===== src/rtl/pingpong_rd_ctrl.sv =====
// Ping-pong buffer read controller: drains banks A/B alternately into a 2-entry skid FIFO.
// Optional `PP_RD_LAST_EN adds dout_last, flagging the final word of each bank.
module pingpong_rd_ctrl #(
   parameter int DATA_W = 4,
   parameter int DEPTH  = 16,
   parameter int ADDR_W = 4
) (
   input  logic              clk_100,
   input  logic              rst,
   input  logic              start,
   input  logic              full_a,
   input  logic              full_b,
   output logic              enb_a,
   output logic [ADDR_W-1:0] addrb_a,
   input  logic [DATA_W-1:0] douta_b,
   output logic              enb_b,
   output logic [ADDR_W-1:0] addrb_b,
   input  logic [DATA_W-1:0] doutb_b,
   output logic              release_a,
   output logic              release_b,
   output logic [DATA_W-1:0] dout,
   output logic              dout_valid,
   input  logic              dout_ready,
   output logic              busy
`ifdef PP_RD_LAST_EN
   ,
   output logic              dout_last
`endif
);

   typedef enum logic [2:0] {IDLE, WAIT_A, RD_A, WAIT_B, RD_B} state_t;

   localparam logic [ADDR_W-1:0] LAST_ADDR = ADDR_W'(DEPTH - 1);

   state_t            state, next_state;
   logic              armed;
   logic [ADDR_W-1:0] addr_a, addr_b;
   logic              inflight, inflight_b;
   logic [DATA_W-1:0] mem [2];
   logic [1:0]        count;
   logic              rd_ptr, wr_ptr;
   logic              pop, push, issue_ok;
   logic              last_a, last_b, enter_a, enter_b;
   logic [2:0]        occ;
   logic [DATA_W-1:0] rd_data;

   always_comb begin
      pop        = (count != 2'd0) && dout_ready;
      push       = inflight;
      // Occupancy the FIFO will hold once this cycle's push/pop settle.
      occ        = {1'b0, count} + {2'b00, inflight} - {2'b00, pop};
      issue_ok   = (occ < 3'd2);
      enb_a      = (state == RD_A) && issue_ok;
      enb_b      = (state == RD_B) && issue_ok;
      last_a     = (addr_a == LAST_ADDR);
      last_b     = (addr_b == LAST_ADDR);
      rd_data    = inflight_b ? doutb_b : douta_b;
      next_state = state;
      case (state)
         IDLE:    if (armed) next_state = WAIT_A;
         WAIT_A:  if (full_a) next_state = RD_A;
         RD_A:    if (enb_a && last_a) next_state = full_b ? RD_B : WAIT_B;
         WAIT_B:  if (full_b) next_state = RD_B;
         RD_B:    if (enb_b && last_b) next_state = full_a ? RD_A : WAIT_A;
         default: next_state = IDLE;
      endcase
      enter_a    = (next_state == RD_A) && (state != RD_A);
      enter_b    = (next_state == RD_B) && (state != RD_B);
   end

   always_ff @(posedge clk_100) begin
      if (rst) begin
         state      <= IDLE;
         armed      <= 1'b0;
         addr_a     <= '0;
         addr_b     <= '0;
         inflight   <= 1'b0;
         inflight_b <= 1'b0;
         release_a  <= 1'b0;
         release_b  <= 1'b0;
         count      <= 2'd0;
         rd_ptr     <= 1'b0;
         wr_ptr     <= 1'b0;
      end else begin
         state      <= next_state;
         armed      <= armed | start;
         if (enter_a)
            addr_a <= '0;
         else if (enb_a && !last_a)
            addr_a <= addr_a + 1'b1;
         if (enter_b)
            addr_b <= '0;
         else if (enb_b && !last_b)
            addr_b <= addr_b + 1'b1;
         inflight   <= enb_a | enb_b;
         inflight_b <= enb_b;
         release_a  <= enb_a && last_a;
         release_b  <= enb_b && last_b;
         if (push) wr_ptr <= ~wr_ptr;
         if (pop)  rd_ptr <= ~rd_ptr;
         if (push && !pop)
            count <= count + 2'd1;
         else if (!push && pop)
            count <= count - 2'd1;
      end
   end

   always_ff @(posedge clk_100) begin
      if (push) mem[wr_ptr] <= rd_data;
   end

   assign addrb_a    = addr_a;
   assign addrb_b    = addr_b;
   assign dout_valid = (count != 2'd0);
   assign dout       = dout_valid ? mem[rd_ptr] : '0;
   assign busy       = (state == RD_A) || (state == RD_B);

`ifdef PP_RD_LAST_EN
   logic inflight_last;
   logic last_mem [2];

   always_ff @(posedge clk_100) begin
      if (rst)
         inflight_last <= 1'b0;
      else
         inflight_last <= (enb_a && last_a) || (enb_b && last_b);
   end

   always_ff @(posedge clk_100) begin
      if (push) last_mem[wr_ptr] <= inflight_last;
   end

   assign dout_last = dout_valid && last_mem[rd_ptr];
`endif

endmodule

===== config.mk =====
export PLATFORM = sky130hd
export DESIGN_NAME = pingpong_rd_ctrl
export DESIGN_NICKNAME = d
export VERILOG_FILES = /design/src/rtl/pingpong_rd_ctrl.sv
export SDC_FILE = /design/constraint.sdc
export NUM_CORES = 1
export LEC_CHECK = 0
export BUFFER_PORTS_ARGS = -buffer_cell sky130_fd_sc_hd__buf_2
export CORE_MARGIN = 2
export CORE_UTILIZATION = 35
export CTS_BUF_LIST = sky130_fd_sc_hd__clkbuf_4 sky130_fd_sc_hd__clkbuf_8
export DETAILED_ROUTE_END_ITERATION = 8
export GPL_ROUTABILITY_DRIVEN = 0
export PLACE_DENSITY_LB_ADDON = 0.3
export SLEW_MARGIN = 0
export SYNTH_ARGS = -nofsm -noshare
export SYNTH_HDL_FRONTEND = slang
export SYNTH_SLANG_ARGS = --single-unit
export TNS_END_PERCENT = 10

===== constraint.sdc =====
create_clock -name clk_100 -period 4.03 [get_ports clk_100]
set_clock_uncertainty 0.1 [all_clocks]
set_input_delay 0.6045 -clock clk_100 [delete_from_list [all_inputs] [get_ports clk_100]]
set_output_delay 0.6045 -clock clk_100 [all_outputs]
set_load 0.02 [all_outputs]

* After elaboration in Yosys (flattened, before gate mapping)
Memories as Yosys holds them, arrays and structs flattened. A register that Yosys moved wholly into a read port is not among the register bits.
Cells that the tools add are included.
** Storage, ports and cells
- Output and inout bits :: 18
- Register bits after elaboration :: 20
- Memories kept :: 1
- Input bits :: 14
- RAM bits :: 8
** Cells by class
- Bitwise logic cells :: 4
- Mux-type cells :: 16
- Eq/ne operators :: 10
- $add $sub $neg :: 6
- Magnitude comparators :: 1
- Reduce and logical (&&, ||, !) cells :: 21
** Memory list
- mem :: depth 2, width 4, read ports 1, clocked after Yosys merged registers in 1, write ports 1, RTL line 39 : logic [DATA_W-1:0] mem [2];
** Operators by type and width (number)
- 3-bit two-way mux :: 6
- 3-bit case mux with 5 select lines :: 1
- 1-bit logical AND :: 11
- 3-bit by 2-bit == test with 1-bit output, second input constant :: 3
- 4-bit by 1-bit adder with 4-bit output, second input constant :: 2
- 4-bit == test, second input constant :: 2
- 4-bit two-way mux :: 2
- 3-bit == test, second input constant :: 2
- 2-bit two-way mux :: 3
- 1-bit zero test :: 4
- 1-bit two-way mux :: 4
- 2-bit nonzero test :: 2
- 2-bit OR reduction :: 2
- 2-bit by 1-bit adder with 3-bit output :: 1
- 3-bit by 1-bit == test with 1-bit output, second input constant :: 1
- 3-bit zero test :: 1
- 3-bit by 2-bit < comparator with 1-bit output, second input constant :: 1
- 3-bit by 2-bit != test with 1-bit output, second input constant :: 1
- 3-bit != test, second input constant :: 1
- 3-bit by 1-bit subtractor with 3-bit output :: 1
- 2-bit by 1-bit adder with 2-bit output, second input constant :: 1
- 1-bit inverter :: 2
- 1-bit OR :: 2
- 2-bit by 1-bit subtractor with 2-bit output, second input constant :: 1
- 1-bit logical OR :: 1

* Logic depth before layout (Yosys ltp)
Gate-level depths: netlist of the first run.
- Depth in word-level cells :: 11
- Depth in mapped cells :: 13

* Worst setup path before layout of the first run
No wires, ideal clock.
- Kind :: reg-to-output
- Start :: reg count[1]
- End :: out enb_b
- Stages on the path, launching flop included :: 11
- Required time :: 3.326 ns
- Buffers on the path :: 0
- Arrival :: 2.398 ns
- Setup slack :: 0.927 ns
- Cells stage by stage :: dfxtp_1 -> nor2_1 -> inv_1 -> nand2_1 -> inv_1 -> ha_1 -> nand2b_1 -> fa_1 -> nand4bb_4 -> nand2b_4 -> inv_1
** Between the ends
- Cells in the longest elaborated chain, start to end :: 5
- Elaborated cells on any way between the ends :: 6
- Those cells by class :: add/sub: 2; order compare: 1; reduce/logical: 3
** RTL lines
- start, declared :: RTL line 40 : logic [1:0] count;
- start signal, assigned :: RTL line 102 : count <= count + 2'd1;
- start signal, assigned :: RTL line 104 : count <= count - 2'd1;
- 2-bit nonzero test
- net dout_valid :: RTL line 22 : output logic dout_valid,
- 1-bit logical AND :: RTL line 48 : pop = (count != 2'd0) && dout_ready;
- net pop :: RTL line 42 : logic pop, push, issue_ok;
- 3-bit by 1-bit subtractor with 3-bit output :: RTL line 51 : occ = {1'b0, count} + {2'b00, inflight} - {2'b00, pop};
- 3-bit by 2-bit < comparator with 1-bit output :: RTL line 52 : issue_ok = (occ < 3'd2);
- 1-bit logical AND :: RTL line 54 : enb_b = (state == RD_B) && issue_ok;
- end, declared :: RTL line 16 : output logic enb_b,
The timed path passes the listed nets, and every way through them passes these cells.

* Worst setup path in the final report of the first run
- Start :: reg count[1]
- End :: out enb_b
** Between the ends
- Cells in the longest elaborated chain, start to end :: 5
- Elaborated cells on any way between the ends :: 6
- Those cells by class :: add/sub: 2; order compare: 1; reduce/logical: 3
** RTL lines (RTL line)
- 2-bit nonzero test :: 48
- 1-bit logical AND :: 48
- net pop :: 42
- 3-bit by 1-bit subtractor with 3-bit output :: 51
- 3-bit by 2-bit < comparator with 1-bit output :: 52
- 1-bit logical AND :: 54
The timed path passes the listed nets, and every way through them passes these cells.

==> results of run 1 <==
-- how the worst min path moves through the flow --
stage	start	endpoint	slack, ns	cells past startpoint
detailed placement	armed	armed	0.37	2
global placement	armed	armed	0.35	2
floorplan	armed	armed	0.34	2
global route	armed	armed	0.45	2
finish	armed	armed	0.38	2
CTS	armed	armed	0.38	2
-- metrics by stage --
stage	hold slack [ns]	total power, mW
after floorplan	0.3379	0.6415
after global placement	0.3493	0.7094
after detailed placement	0.3686	0.7174
after CTS	0.3821	0.9560
after global routing	0.4461	1.006
final	0.3755	0.9406
-- kinds of logic after synthesis --
group	after synthesis	synth area share, %
AND/OR/NAND/NOR	60	25.44
flip-flops	29	44.18
AO/OA/AOI/OAI	15	6.444
multiplexers	14	9.707
buffers and inverters	13	4.350
XOR/XNOR	8	5.189
adder cells (fa/ha/maj)	5	4.686
-- final cells by class --
type,instances,area (um2),share of cell area (%)
clock buffers,5,68.82,3.909
clock inverters,3,17.52,0.9950
inverters,7,26.28,1.493
multi-input cells,102,769.5,43.71
flip-flops and latches,29,660.6,37.53
well taps,50,62.56,3.554
repair buffers,31,155.1,8.813
-- metal layers --
layer	vias to the layer above	part of all wire, %
met5	-	0
met4	0	1.3
met3	6	5.5
met2	24	47
met1	518	46
li1	559	-
-- sequential cells by signal, summed over array words and instances, names as in the netlist, named ones only --
name and flops:
armed 1, count 2, wr_ptr 1, release_b 1, state 3, mem 8
release_a 1, inflight_b 1, addrb_b 4, rd_ptr 1, inflight 1, addrb_a 4
-- layout by cell type, fill, tap and decap left out, types with 2 or more instances in the layout --
cell type   n
xor2_1      5
or3_1       2
buf_2      31
o21ai_0     4
nor4b_4     2
mux2i_1    10
inv_1       6
dfxtp_1    21
nor2_1     19
edfxtp_1    8
clkbuf_8    5
nand2b_1    4
a21oi_1     6
xnor2_1     2
nor3_1      6
ha_1        4
nor3_2      2
nand2_1     8
nand3_1     3
mux2_2      4
clkinv_2    2
or2_2       3
-- power by group through the flow --
stage	clock, mW	combinational, mW	sequential (mW)
2_1_floorplan	0	0.280	0.361
3_3_place_gp	0	0.334	0.375
3_5_place_dp	0	0.341	0.376
4_1_cts	0.242	0.344	0.370
5_1_grt	0.256	0.375	0.375
6_report	0.231	0.340	0.369
-- worst max-delay path: stages, from the launching register on --
cell and delay, ns:
dfxtp_1 0.38, nor2_1 0.29, inv_1 0.09, nand2_1 0.14, inv_1 0.06, ha_1 0.26, nand2b_1 0.15, fa_1 0.62
nand4bb_4 0.15, nand2b_4 0.19, inv_1 0.10, buf_2 0.17
==> metrics.md, run 1 <==
| Metric | Value |
|---|---|
| Fin Setup TNS | `0 ns` |
| Worst min path class | `register to register` |
| Sequential share of power | `39.3%` |
| Final #Nets | `195` |
| Average wire per standard cell | `12.29 um` |
| Final-report setup violation count | `0` |
| Gr ovfl total | `0` |
| DIE WIDTH | `69.36 um` |
| Max Cap Viol | `0` |
| Most Crowded Layer GR | `met2` |
| Post-Syn Area | `~1500 um2` |
| Slew Viols, Final | `0` |
| Logic pwr share | `36.2%` |
| Filler instances | `400` |
| Core Util, Final | `a little over two fifths` |
| M3 GR Usage | `4.506%` |
| Vias in the first global route | `1,068` |
| Post-route setup slack | `about 0.45 ns` |
| Hold_buf cts | `0` |
| Hold Fails Final Rpt | `0` |
| CTS sink count | `29` |
| CP arrival | `2.87 ns` |
| Crit path kind | `register to output pin` |
| Final Non-Filler Cells | `227` |
| Met2 GRT Util | `19.44%` |
| Count leader, synth | `dfxtp_1` |
| Internal power | `just under 0.6 mW` |
| Max Root-Sink Buffers | `2` |
| Vias per inst | `a little under 5` |
| Detail Route Antenna Nets | `0` |
| Post_cts resized | `0` |
| Area Growth Syn to Fin | `17.74%` |
| Ys Warns | `0` |
| Worst-path clk slew | `0.06 ns` |
| Slew HR | `69.38%` |
| Inserted Clock Buffers | `5` |
| Reg2reg end | `addrb_a[2]` |
| Share of post-route cells with drive strength above 1 | `32.77%` |
| Fin crit period | `3.578 ns` |
| Synth area leader | `dfxtp_1` |
| Cell Rows | `23` |
| Yosys top cell area share | `28.12%` |
| Synthesis-stage register bit count | `29` |
| Worst setup SP type | `register` |
| Clock share of power | `around 25%` |
| Fmax | `roughly 0.28 GHz` |
| Die Y | `69.36 um` |
| Critical path endpoint | `enb_b` |
| EDFF count, synth | `8` |
| Starting Density | `36.85%` |
| TritonRoute pass-1 iters | `4` |
| RSZ-0062 raised after global routing | `no` |
| Switch share | `37.23%` |
| Die area | `about 4800 um2` |
| I/O Pins | `32` |
| Worst reg2reg path startpoint | `count[1]` |
| CTS tree | `yes` |
| Number of diodes | `0` |
| Cells after synthesis | `144` |
| Final instance area | `1760 um2` |
| Status | `complete, no violations` |
| Worst-Margin Slew | `0.4587 ns` |
| Total global routing track utilization | `between 10 and 15%` |
| Mapped Nets | `~160` |
| CP Max Fanout | `5` |
| Synth area leaders | `dfxtp_1 (28%), edfxtp_1 (16%), mux2i_1 (6.7%)` |
| PD cells | `534.3 nW/um2` |
| DRC viols | `0` |
| Post-Route WL | `2.789 mm` |
| Top_reg_cell synth | `dfxtp_1` |
| Post-DP HPWL | `2.091 mm` |
| Most common library cells after synthesis | `dfxtp_1 (21), nor2_1 (19), mux2i_1 (10), edfxtp_1 (8), nand2_1 (8)` |
| Distinct cells, synth | `43` |
| Flop2flop setup slack | `0.73 ns` |
| Htree depth | `2` |
| Tcrit/Tclk final | `88.77%` |
| Critical path capture point type | `output pin` |
| Placed Cells | `219` |
| Ys async rst share | `0%` |
| Register area share after synthesis | `44.18%` |
| M1 GR Usage | `15.03%` |
| # port buffers | `31` |
| Antenna violations before repair | `0` |
| 1st-iter DRT viols | `54` |
| Largest net degree at the start of global routing | `19` |
| R2R cell count | `12` |
| Placed cell area | `1674 um2` |
| # Post-CTS Setup Buffers | `0` |
| First-pass GRT wire length | `roughly 4.8 mm` |
| P_leak | `0.7560 nW` |
| CTS root buf | `clkbuf_8` |
| CP startpoint | `count[1]` |
| Core footprint | `4058 um2` |
| Net Sw Power | `0.3502 mW` |
| Syn Area/Cell | `approximately 10 um2` |
| Pre-CTS WS | `0.7278 ns` |
| Via count | `1,107` |
| Peak VDD IR | `0.1953 mV` |
| Worst-Skew Late Latency | `0.28 ns` |
| Critical Path RT | `3.33 ns` |
Power figures use the tool's default switching activity.
==> run 2, diff against run 1 <==
--- a/config.mk
+++ b/config.mk
@@ -5,7 +5,7 @@
 export SDC_FILE = /design/constraint.sdc
 export NUM_CORES = 1
 export LEC_CHECK = 0
-export BUFFER_PORTS_ARGS = -buffer_cell sky130_fd_sc_hd__buf_2
+export BUFFER_PORTS_ARGS = -buffer_cell sky130_fd_sc_hd__buf_4
 export CORE_MARGIN = 2
 export CORE_UTILIZATION = 35
 export CTS_BUF_LIST = sky130_fd_sc_hd__clkbuf_4 sky130_fd_sc_hd__clkbuf_8
==> metrics.md, run 2 (synthesis gave the netlist of run 1 again) <==
| Metric | Value |
|---|---|
| Status | `complete, no violations (unchanged)` |
| Max Root-Sink Buffers | `2 (unchanged)` |
| Gr ovfl total | `0 (unchanged)` |
| Core footprint | `4058 um2 (unchanged)` |
| Tcrit/Tclk final | `88.53% (was 88.77%)` |
| Post-DP HPWL | `2.094 mm (was 2.091 mm)` |
| Post_cts resized | `0 (unchanged)` |
| Hold_buf cts | `0 (unchanged)` |
| Antenna violations before repair | `0 (unchanged)` |
| Cell family with most CP delay | `simple AND/OR/NAND/NOR gates (unchanged)` |
| Worst-Skew Late Latency | `0.28 ns (about the same)` |
| CTS tree | `yes (unchanged)` |
| Fin Setup TNS | `0 ns (unchanged)` |
| Cell Rows | `23 (unchanged)` |
| Crit-path cells | `nor2_1, inv_1, nand2_1, inv_1, ha_1, nand2b_1, fa_1, nand4bb_4, nand2b_4, inv_1, buf_4 (was nor2_1, inv_1, nand2_1, inv_1, ha_1, nand2b_1, fa_1, nand4bb_4, nand2b_4, inv_1, buf_2)` |
| Worst min path class | `register to register (unchanged)` |
| Slew Viols, Final | `0 (unchanged)` |
| CP arrival | `2.86 ns (was 2.87 ns)` |
| I/O Pins | `32 (unchanged)` |
| Total global routing track utilization | `12.16% (was 12.20%)` |
| Slew HR | `68.75% (was 69.38%)` |
| # port buffers | `31 (unchanged)` |
| Worst path bufs/invs | `4 (unchanged)` |
| Area Growth Syn to Fin | `22.59% (was 17.74%)` |
| TritonRoute pass-1 iters | `3 (was 4)` |
| Worst setup SP type | `register (unchanged)` |
| Commonest cells after routing, fill and taps aside | `buf_4 (31), dfxtp_1 (21), nor2_1 (19), mux2i_1 (10) (was buf_2 (31), dfxtp_1 (21), nor2_1 (19), mux2i_1 (10))` |
| Peak VDD IR | `0.2235 mV (was 0.1953 mV)` |
| Share of post-route cells with drive strength above 1 | `31.64% (was 32.77%)` |
| DIE WIDTH | `69.36 um (unchanged)` |
| Fin crit period | `3.568 ns (was 3.578 ns)` |
| 1st-iter DRT viols | `13 (was 54)` |
| Worst-Margin Slew | `0.4681 ns (was 0.4587 ns)` |
| DRC viols | `0 (unchanged)` |
| Vias per inst | `4.907 (was 4.877)` |
| Average wire per standard cell | `12.20 um (was 12.29 um)` |
| Crit path kind | `register to output pin (unchanged)` |
| Reg with most FFs | `mem (unchanged)` |
| Fmax | `0.2803 GHz (was 0.2795 GHz)` |
| CTS sink count | `29 (unchanged)` |
| Htree depth | `2 (unchanged)` |
| Largest net degree at the start of global routing | `19 (unchanged)` |
| P_leak | `0.7652 nW (was 0.7560 nW)` |
| Critical path capture point type | `output pin (unchanged)` |
| Max Cap Viol | `0 (unchanged)` |
| First-pass GRT wire length | `4.650 mm (was 4.761 mm)` |
| Critical Path RT | `3.33 ns (about the same)` |
| Number of diodes | `0 (unchanged)` |
| Die Y | `69.36 um (unchanged)` |
| Starting Density | `36.85% (unchanged)` |
| Inserted Clock Buffers | `5 (unchanged)` |
| CP Max Fanout | `5 (unchanged)` |
| Detail Route Antenna Nets | `0 (unchanged)` |
| Hold_ws | `0.3715 ns (was 0.3755 ns)` |
| RSZ-0062 raised after global routing | `no (unchanged)` |
| Via count | `1,114 (was 1,107)` |
| Final #Nets | `195 (unchanged)` |
| # Post-CTS Setup Buffers | `0 (unchanged)` |
| Post-Route WL | `2.770 mm (was 2.789 mm)` |
| Vias in the first global route | `1,034 (was 1,068)` |
| Max reg flops | `8 (unchanged)` |
| PD cells | `520.0 nW/um2 (was 534.3 nW/um2)` |
| Hold Fails Final Rpt | `0 (unchanged)` |
| Max incr delay on CP | `0.61 ns (was 0.62 ns)` |
| Worst path slowest cell | `fa_1 (unchanged)` |
| CTS root buf | `clkbuf_8 (unchanged)` |
| Most used cell, CP | `inv_1 (unchanged)` |
| Worst-path clk slew | `0.06 ns (about the same)` |
| Die area | `4811 um2 (unchanged)` |
| Final-report setup violation count | `0 (unchanged)` |
| Commonest non-fill, non-tap cell in the layout | `buf_4 (was buf_2)` |
run 2: changes by cell type in the layout (fill, tap and decap cells not counted):
cell        change
clkinv_1        +2
buf_4          +31
buf_2          -31
clkinvlp_4      -1
clkinv_2        -1
run 2: power breakdown:
group | switching, mW | leakage (nW) | total, mW | internal [mW]
registers | 0.0391 | 0.242 | 0.370 | 0.330
logic | 0.197 | 0.480 | 0.359 | 0.163
clock network | 0.108 | 0.0430 | 0.224 | 0.116
total | 0.344 | 0.765 | 0.953 | 0.609
run 2: final cells by class:
class | count | area, um2
multi-input combinational | 102 | 769.5
fill | 401 | 2225
clock inverter | 3 | 12.51
tap | 50 | 62.56
clock buffer | 5 | 68.82
sequential | 29 | 660.6
inverter | 7 | 26.28
timing repair buffer | 31 | 232.7
run 2: per-stage QoR:
| stage | area [um2] | utilization, % | setup WS, ns | cells | total power, mW |
|---|---|---|---|---|---|
| after floorplan | 1495 | - | 0.9273 | 144 | 0.6415 |
| after global placement | 1752 | 43.17 | 0.8553 | 219 | 0.7336 |
| after detailed placement | 1752 | 43.17 | 0.7383 | 219 | 0.7357 |
| after CTS | 1833 | 45.17 | 0.4203 | 227 | 0.9634 |
| after global routing | 1833 | 45.17 | 0.2048 | 227 | 1.017 |
| final | 1833 | 45.17 | 0.4621 | 227 | 0.9531 |
run 2: path summary, 6_finish.rpt:
kind | startpoint | to | slack [ns] | depth (start not counted)
max | count[1] | enb_b | 0.46 | 11
min | armed | armed | 0.37 | 2
max reg2reg | count[1] | addrb_a[1] | 0.77 | 12
min reg2reg | armed | armed | 0.37 | 2
run 2: per-layer routing:
metal	global-route usage (%)	up-vias	share of wire [%]
met5	0	-	0
met4	4.575	0	1.3
met3	5.378	5	5.7
met2	19.44	25	47
met1	14.35	519	46
li1	-	565	-
run 2: worst register-to-register path, stage by stage (launching register included):
cell and delay, ns:
dfxtp_1 0.37, nor2_1 0.28, inv_1 0.10, nand2_1 0.14
inv_1 0.07, ha_1 0.26, nand2b_1 0.15, fa_1 0.61
nand4bb_4 0.15, nor4b_4 0.34, o21ai_2 0.10, nor4b_4 0.37
nor3_1 0.09
